`src/rtl/serial_adder_pkg.sv`:
```
//------------------------------------------------------------------------------
// Module   : serial_adder_pkg
// Brief    : Shared types and helpers for the bit-serial adder.
// Revision : 1.0 - initial release
//------------------------------------------------------------------------------
`default_nettype none

package serial_adder_pkg;

    // Control FSM states
    typedef enum logic [1:0] {
        ST_IDLE = 2'd0,
        ST_RUN  = 2'd1,
        ST_DONE = 2'd2
    } state_t;

    // Bit counter width: must be able to hold the value WIDTH
    function automatic int cnt_width(input int width);
        return $clog2(width + 1);
    endfunction

endpackage

`default_nettype wire

```
`src/rtl/serial_bit_slice.sv`:
```
//------------------------------------------------------------------------------
// Module   : serial_bit_slice
// Brief    : One full-adder slice plus the carry flip-flop of the serial adder.
//            Optional macro SERIAL_ADDER_OVERFLOW_EN exposes the current carry
//            (carry into the bit being processed) for overflow detection.
// Revision : 1.0 - initial release
//------------------------------------------------------------------------------
`default_nettype none

module serial_bit_slice (
    input  logic clk,
    input  logic reset,
    input  logic load,
    input  logic carry_init,
    input  logic en,
    input  logic a,
    input  logic b,
    output logic s,
    output logic carry_nxt
`ifdef SERIAL_ADDER_OVERFLOW_EN
    ,
    output logic carry
`endif
);

    logic r_c;

    assign s         = a ^ b ^ r_c;
    assign carry_nxt = (a & b) | (a & r_c) | (b & r_c);

`ifdef SERIAL_ADDER_OVERFLOW_EN
    assign carry = r_c;
`endif

    // Carry flop: loaded with the initial carry on start, then ripples one bit per cycle
    always_ff @(posedge clk) begin
        if (reset) begin
            r_c <= 1'b0;
        end else if (load) begin
            r_c <= carry_init;
        end else if (en) begin
            r_c <= carry_nxt;
        end
    end

endmodule

`default_nettype wire

```
`src/rtl/serial_adder.sv`:
```
//------------------------------------------------------------------------------
// Module   : serial_adder
// Brief    : Bit-serial WIDTH-bit adder, LSB first, one bit per cycle, with a
//            start/busy/done handshake. {carryout,sum} = a + b + carryin.
//            Optional macro SERIAL_ADDER_OVERFLOW_EN adds a registered signed
//            overflow output updated together with sum.
// Revision : 1.0 - initial release
//------------------------------------------------------------------------------
`default_nettype none

module serial_adder
    import serial_adder_pkg::*;
#(
    parameter int WIDTH = 8
) (
    input  logic             clk,
    input  logic             reset,
    input  logic             start,
    input  logic [WIDTH-1:0] a,
    input  logic [WIDTH-1:0] b,
    input  logic             carryin,
    output logic [WIDTH-1:0] sum,
    output logic             carryout,
    output logic             busy,
    output logic             done
`ifdef SERIAL_ADDER_OVERFLOW_EN
    ,
    output logic             overflow
`endif
);

    localparam int CW = cnt_width(WIDTH);

    state_t           r_state;
    state_t           w_state_nxt;
    logic [WIDTH-1:0] r_a_sh;
    logic [WIDTH-1:0] r_b_sh;
    logic [CW-1:0]    r_cnt;
    logic [WIDTH-1:0] w_res_nxt;
    logic             w_accept;
    logic             w_step;
    logic             w_last;
    logic             w_s;
    logic             w_c_nxt;
`ifdef SERIAL_ADDER_OVERFLOW_EN
    logic             w_c;
`endif

    // start is only honoured when no add is in flight (IDLE or DONE)
    assign w_accept = start && (r_state != ST_RUN);
    assign w_step   = (r_state == ST_RUN);
    assign w_last   = w_step && (r_cnt == CW'(WIDTH - 1));

    assign busy = (r_state == ST_RUN);
    assign done = (r_state == ST_DONE);

    serial_bit_slice u_slice (
        .clk        (clk),
        .reset      (reset),
        .load       (w_accept),
        .carry_init (carryin),
        .en         (w_step),
        .a          (r_a_sh[0]),
        .b          (r_b_sh[0]),
        .s          (w_s),
        .carry_nxt  (w_c_nxt)
`ifdef SERIAL_ADDER_OVERFLOW_EN
        ,
        .carry      (w_c)
`endif
    );

    // Partial result: new sum bit enters at the MSB and the word shifts right.
    // Only WIDTH-1 bits need storage; the final bit goes straight to sum.
    generate
        if (WIDTH == 1) begin : g_res_w1
            assign w_res_nxt = w_s;
        end else begin : g_res_wn
            logic [WIDTH-2:0] r_res;

            // Collect sum bits as they are produced
            always_ff @(posedge clk) begin
                if (reset) begin
                    r_res <= '0;
                end else if (w_step) begin
                    r_res <= w_res_nxt[WIDTH-1:1];
                end
            end

            assign w_res_nxt = {w_s, r_res};
        end
    endgenerate

    // FSM state register
    always_ff @(posedge clk) begin
        if (reset) begin
            r_state <= ST_IDLE;
        end else begin
            r_state <= w_state_nxt;
        end
    end

    // FSM next-state logic
    always_comb begin
        w_state_nxt = r_state;
        case (r_state)
            ST_IDLE: if (start) w_state_nxt = ST_RUN;
            ST_RUN:  if (w_last) w_state_nxt = ST_DONE;
            ST_DONE: w_state_nxt = start ? ST_RUN : ST_IDLE;
            default: w_state_nxt = ST_IDLE;
        endcase
    end

    // Operand shift registers, bit counter and result registers
    always_ff @(posedge clk) begin
        if (reset) begin
            r_a_sh   <= '0;
            r_b_sh   <= '0;
            r_cnt    <= '0;
            sum      <= '0;
            carryout <= 1'b0;
`ifdef SERIAL_ADDER_OVERFLOW_EN
            overflow <= 1'b0;
`endif
        end else begin
            if (w_accept) begin
                r_a_sh <= a;
                r_b_sh <= b;
                r_cnt  <= '0;
            end else if (w_step) begin
                r_a_sh <= r_a_sh >> 1;
                r_b_sh <= r_b_sh >> 1;
                r_cnt  <= r_cnt + 1'b1;
            end
            // Results are only touched at completion so they hold during RUN
            if (w_last) begin
                sum      <= w_res_nxt;
                carryout <= w_c_nxt;
`ifdef SERIAL_ADDER_OVERFLOW_EN
                overflow <= w_c ^ w_c_nxt;
`endif
            end
        end
    end

endmodule

`default_nettype wire

```
`config.mk`:
```
export PLATFORM = sky130hd
export DESIGN_NAME = serial_adder
export DESIGN_NICKNAME = d
export VERILOG_FILES = /design/src/rtl/serial_adder_pkg.sv /design/src/rtl/serial_bit_slice.sv /design/src/rtl/serial_adder.sv
export SDC_FILE = /design/constraint.sdc
export NUM_CORES = 1
export LEC_CHECK = 0
export ABC_AREA = 1
export CAP_MARGIN = 10
export CELL_PAD_IN_SITES_DETAIL_PLACEMENT = 1
export CELL_PAD_IN_SITES_GLOBAL_PLACEMENT = 2
export CORE_MARGIN = 8
export CORE_UTILIZATION = 26
export DETAILED_ROUTE_END_ITERATION = 8
export PLACE_DENSITY_LB_ADDON = 0.08
export RECOVER_POWER = 25
export SYNTH_ARGS = -nofsm -noshare
export SYNTH_HDL_FRONTEND = slang
export SYNTH_SLANG_ARGS = --single-unit
```
`constraint.sdc`:
```
create_clock -name clk -period 1.1 [get_ports clk]
set_input_delay 0.22 -clock clk [delete_from_list [all_inputs] [get_ports clk]]
set_output_delay 0.22 -clock clk [all_outputs]
set_load 0.02 [all_outputs]
```
==> run_results.csv, run 1 <==
group,metric,value,unit
timing,worst_pin_slew,188,ps
place,place_area,2270,µm²
synthesis,synthDistinctLibCells,24,
global_routing,grt_pass1_vias,1669,
setup_path,cp.required,1330,ps
global_routing,grt_pass1_wl,7950,µm
finish,final_area,2920,µm²
clock_tree,htree_levels,2,
route,drc,0,
min_path,hold_start,"start",
timing,setup_tns,-621,ps
finish,area_growth_syn_to_layout,68.9,%
synthesis,ys_ff_latch,39,
synthesis,synthFlopType,"dfxtp_1",
setup_path,critPathLaunchType,"flip-flop",
global_routing,grt_use_total,10.1,%
global_routing,antenna_found_initial,0,
synthesis,synth_top_area_share,45.2,%
place,pre_cts_slack,-361,ps
die,die_h,97.5,µm
clock_tree,cts.sinks,39,
pwr,ir_worst_vdd,0.000524,V
route,via_count,1674,
global_routing,grt_use_met1,11.3,%
die,pin_count,31,
die,die_x,97.5,µm
timing,holdWs,421,ps
synthesis,synth_commonest_cells,"nand3_1 (55), nand2_1 (46), dfxtp_1 (39), inv_1 (27), a21oi_1 (11)",
synthesis,avgSynthCellArea,7.57,µm²
pwr,p_comb_share,19.5,%
timing,max_freq,853,MHz
finish,nets,311,
status,status,"finished, violations left",
timing,hold_viol_final,0,
synthesis,seq_area_frac_synth,45.2,%
synthesis,netlist_instances,228,
route,vias_per_cell,4.56,
clock_tree,clock_latency,300,ps
setup_path,cp-end-kind,"flip-flop",
global_routing,grt_start_max_net_pins,34,
pwr,p_sw,0.000961,W
setup_path,r2r_start,"r_state[1]$_SDFFE_PP0P_",
pwr,p_leak,1.39,nW
synthesis,synth_edf_count,0,
global_routing,met2_usage,17.0,%
synthesis,synth_compound_area_share,8.19,%
clock_tree,root_buffer,"clkbuf_8",
setup_path,timing.critical_path.from,"r_state[1]$_SDFFE_PP0P_",
place,gp_congestion,0.684,
timing,worst_clock_skew,11.0,ps
die,dieArea,9500,µm²
die,rows,29,
setup_path,crit_fanout,6,
timing,period_minus_slack,1170,ps
pwr,sequentialPowerShare,44.2,%
timing,finalSetupViolCount,27,
finish,regArea,790,µm²
place,port_buffers,30,
synthesis,synthesis.area,1730,µm²
finish,fillers,757,
synthesis,synth_top_family_by_area,"simple AND/OR/NAND/NOR gates",
die,core,6390,µm²
synthesis,ys_top_cells_by_area,"dfxtp_1 (45%), nand3_1 (16%), nand2_1 (10%)",
global_routing,met3_usage,3.56,%
setup_path,cp.arrival,1410,ps
synthesis,synth_top_cell_by_area,"dfxtp_1",
timing,period_share,107,%
route,ant_nets,0,
synthesis,synth.most_common_cell,"nand3_1",
route,drtIter0Drc,43,
synthesis,async_flop_share,0,%
synthesis,synth_warnings,0,
global_routing,gr-total-overflow,0,
pwr,p_clk_share,36.3,%
run,cap_violations,0,
finish,final_util,45.7,%
synthesis,syn_nets,250,
global_routing,grt.busiest_layer,"met2",
synthesis,synthSimpleGateAreaFrac,32.0,%
status,failed_checks,"negative setup slack",
timing,timing.final.ws_setup,-72.1,ps
finish,multi_input_area,1080,µm²
place,place_hpwl,3350,µm
clock_tree,cts_buffers,5,
clock_tree,clk_path_buf_depth,2,
min_path,holdCritPathClass,"in2reg",
die,initial_utilization,27.0,%
clock_tree,tritoncts,"built",
timing,slew_headroom,87.4,%
finish,antenna_cells,0,
timing,slew_violations,0,
synthesis,synthAdderAreaFrac,1.88,%
finish,drive_above_1_share,49.3,%
pwr,p_int,0.00251,W
pwr,switching_share,27.7,%
synthesis,synth_xor_area_share,0,%
route,firstDrtPassIters,4,
synthesis,synth_mux_area_share,0,%
pwr,p_per_area,1190,nW/µm²
timing,rsz0062_at_grt,"true",
setup_path,path_class,"reg2reg",
route,wl,5370,µm
route,route.detailed.wl_per_inst,14.6,µm
clock_tree,path_clk_slew,90,ps
state kept, by name (all words and copies together), names as in the netlist:
name,count
r_b_sh,8
carryout,1
r_a_sh,8
sum,8
u_slice.r_c,1
r_state,2
g_res_wn.r_res,7
r_cnt,4
through the flow:
step / std cells / power [W]
finish: 367 / 0.00347
global route: 367 / 0.00366
detailed placement: 347 / 0.00201
floorplan: 228 / 0.00181
CTS: 356 / 0.00330
global placement: 347 / 0.00201
kinds of logic after synthesis:
kind of cell	count (synthesis)
AO/OA/AOI/OAI	27
flip-flops	39
adder cells (fa/ha/maj)	2
buffers and inverters	43
AND/OR/NAND/NOR	117
worst paths after layout:
check	endpoint	slack [ps]	cells past startpoint
worst max-delay path	r_b_sh[7]$_SDFFE_PP0P_	-70	8
worst min-delay path	r_state[0]$_SDFFE_PP0P_	420	4
worst max register to register	r_b_sh[7]$_SDFFE_PP0P_	-70	8
worst min register to register	carryout$_SDFFE_PP0P_	460	2
cell usage in the layout (no fill, tap or decap), drive strengths merged, types with 10 or more instances in the layout:
cell / synthesis / routed
a21oi: 11 / 11
dfxtp: 39 / 39
o21ai: 15 / 15
clkdlybuf4s50: 0 / 18
clkbuf: 0 / 10
nor2: 10 / 10
nand2: 48 / 48
inv: 29 / 30
buf: 13 / 43
nand3: 57 / 57
repair_timing:
action	4_1_cts	5_1_grt
hold buffers	0	0
setup buffers	1	4
resized for setup	57	104
pin swaps	3	21
gates cloned	0	7
setup endpoints to repair	49	40
power by group through the flow:
stage / Sequential (W) / Clock (W) / Combinational, W
final: 0.00154 / 0.00126 / 0.000676
after floorplan: 0.00154 / 0 / 0.000267
after global routing: 0.00154 / 0.00138 / 0.000737
after detailed placement: 0.00155 / 0 / 0.000459
after global placement: 0.00155 / 0 / 0.000457
after CTS: 0.00152 / 0.00132 / 0.000464
routing by layer:
| layer | vias to the layer above | wire, µm |
|---|---|---|
| li1 | 858 | - |
| met1 | 791 | 2440 |
| met2 | 21 | 2680 |
| met3 | 4 | 208 |
| met4 | 0 | 40 |
| met5 | - | 0 |
cell type report:
type | instances | share of cell area (%)
Sequential cell | 39 | 27.1
Timing Repair Buffer | 67 | 24.7
Tap cell | 77 | 3.30
Inverter | 30 | 4.08
Clock inverter | 3 | 1.59
Clock buffer | 5 | 2.36
Multi-Input combinational cell | 146 | 36.9
worst max-delay path: stages (launching register included):
cell and delay [ps]:
dfxtp_2 350, inv_4 40, nand2_4 80, inv_4 50, buf_8 140, clkbuf_16 170
nor2_4 80, nand2_1 70, a21oi_2 130
(Power assumes the default switching activity.)
==> run 2, diff against run 1 <==
- SLEW_MARGIN: not set -> 25
==> results of run 2 <==
Same layout as run 1: the final DEF is identical, and so are final timing and power.
==> run 3, diff against run 2 <==
- PLACE_DENSITY: not set -> 0.8
- PLACE_DENSITY_LB_ADDON: 0.08 -> not set
==> run_results.csv, run 3 (synthesis gave the netlist of run 1 again) <==
group,metric,value,unit
route,wl,5700,µm
clock_tree,tritoncts,"built",
die,rows,29,
finish,final_area,2830,µm²
setup_path,path_class,"reg2reg",
timing,rsz0062_at_grt,"true",
place,dp_cells,345,
finish,top_regs,"r_a_sh x8, r_b_sh x8, sum x8",
place,place_hpwl,3390,µm
route,via_count,1742,
global_routing,grt_use_total,10.4,%
pwr,p_total,0.00346,W
min_path,hold_start,"sum[7]$_SDFFE_PP0P_",
route,drtIter0Drc,58,
die,die_h,97.5,µm
clock_tree,cts-hold-fix-buffers,0,
setup_path,reg2reg_depth,8,
clock_tree,clock_latency,290,ps
finish,final_common_cell,"dfxtp_1",
route,firstDrtPassIters,4,
status,status,"finished, violations left",
global_routing,met3_usage,2.20,%
setup_path,cp_common_cell,"inv_4",
die,dieArea,9500,µm²
global_routing,antenna_found_initial,0,
clock_tree,clk_path_buf_depth,2,
die,die_x,97.5,µm
clock_tree,cts.sinks,39,
global_routing,grt_pass1_wl,8200,µm
route,vias_per_cell,4.79,
timing,worst_pin_slew,203,ps
route,drc,0,
clock_tree,cts_buffers,5,
setup_path,crit_fanout,9,
finish,finalNonFillerCells,364,
setup_path,r2r_start,"r_state[1]$_SDFFE_PP0P_",
timing,period_share,110,%
min_path,holdCritPathClass,"reg2reg",
global_routing,met2_usage,17.8,%
die,pin_count,31,
min_path,whs_path_depth,2,
timing,timing.final.ws_setup,-113,ps
finish,area_growth_syn_to_layout,63.8,%
run,cap_violations,0,
setup_path,critPathLaunchType,"flip-flop",
timing,period_minus_slack,1210,ps
setup_path,timing.critical_path.slowest_stage_cell,"dfxtp_2",
setup_path,cp.arrival,1440,ps
die,initial_utilization,27.0,%
timing,finalSetupViolCount,20,
finish,antenna_cells,0,
clock_tree,htree_levels,2,
timing,worst_clock_skew,7.03,ps
pwr,sequentialPowerShare,44.4,%
setup_path,timing.critical_path.from,"r_state[1]$_SDFFE_PP0P_",
pwr,switching_share,26.0,%
place,gp_congestion,0.722,
finish,nets,308,
status,failed_checks,"negative setup slack",
global_routing,grt.busiest_layer,"met2",
setup_path,cp.required,1320,ps
finish,layout_common_cells,"dfxtp_1 (32), nand3_1 (31), nand2_1 (31)",
place,place_area,2230,µm²
pwr,p_leak,1.33,nW
pwr,p_sw,0.000901,W
global_routing,grt_pass1_vias,1752,
die,core,6390,µm²
setup_path,reg2reg_slack,-110,ps
timing,slew_headroom,86.4,%
route,ant_nets,0,
setup_path,max_stage_delay,340,ps
route,route.detailed.wl_per_inst,15.6,µm
setup_path,crit_chain,"inv_4 -> nand2_4 -> inv_4 -> buf_12 -> clkbuf_16 -> nor2_4 -> nand2_1 -> a21oi_1",
global_routing,gr-total-overflow,0,
pwr,p_clk_share,35.8,%
global_routing,grt_start_max_net_pins,14,
pwr,p_int,0.00256,W
timing,max_freq,825,MHz
pwr,p_per_area,1220,nW/µm²
clock_tree,root_buffer,"clkbuf_8",
global_routing,grt_use_met1,12.0,%
pwr,p_comb_share,19.9,%
pwr,ir_worst_vdd,0.000571,V
timing,slew_violations,0,
finish,drive_above_1_share,45.3,%
clock_tree,path_clk_slew,80,ps
place,port_buffers,30,
timing,hold_viol_final,0,
setup_path,cp-end-kind,"flip-flop",
## run 3: metrics by stage
stage	hold WS (ps)	TNS [ps]	worst slack, ps	util, %
2_1_floorplan	289	0	15.7	-
4_1_cts	473	-293	-99.9	38.5
3_3_place_gp	452	-9640	-285	34.9
5_1_grt	498	-2410	-158	44.3
3_5_place_dp	461	-10010	-296	34.9
6_report	475	-959	-113	44.3
## run 3: metal layers
layer | part of all wire, % | vias up | wire length (µm)
met3 | 2.2 | 9 | 125
met4 | 2.1 | 0 | 117
met2 | 51 | 29 | 2910
met5 | 0 | - | 0
met1 | 45 | 845 | 2540
li1 | - | 859 | -
## run 3: final timing paths
path / end
worst max-delay path: r_a_sh[7]$_SDFFE_PP0P_
worst min-delay path: sum[7]$_SDFFE_PP0P_
worst max register to register: r_a_sh[7]$_SDFFE_PP0P_
worst min register to register: sum[7]$_SDFFE_PP0P_
## run 3: area by class of cell
cell class,count,area [µm²]
multi-input combinational,147,1040
sequential,39,792
fill,749,3560
tap,77,96.3
inverter,30,120
timing repair buffer,63,659
clock buffer,6,82.6
clock inverter,2,35.0
## run 3: critical path: cells and delay by family (launching register included)
kind | cells | cell delay [ps]
compound gates | 1 | 150
flops | 1 | 340
simple gates | 3 | 260
buf+inv | 4 | 400
## run 3: what timing repair did
item	in CTS	in global routing
pin swaps	4	15
resized for setup	82	76
cloned	0	4
endpoints found under the setup margin	48	40
buffers inserted	7	1
## run 3: power by group through the flow
stage / Sequential [W] / Clock (W) / Combinational (W)
after floorplan: 0.00154 / 0 / 0.000267
final: 0.00154 / 0.00124 / 0.000688
after global placement: 0.00155 / 0 / 0.000432
after CTS: 0.00152 / 0.00128 / 0.000510
after detailed placement: 0.00155 / 0 / 0.000439
after global routing: 0.00155 / 0.00132 / 0.000741
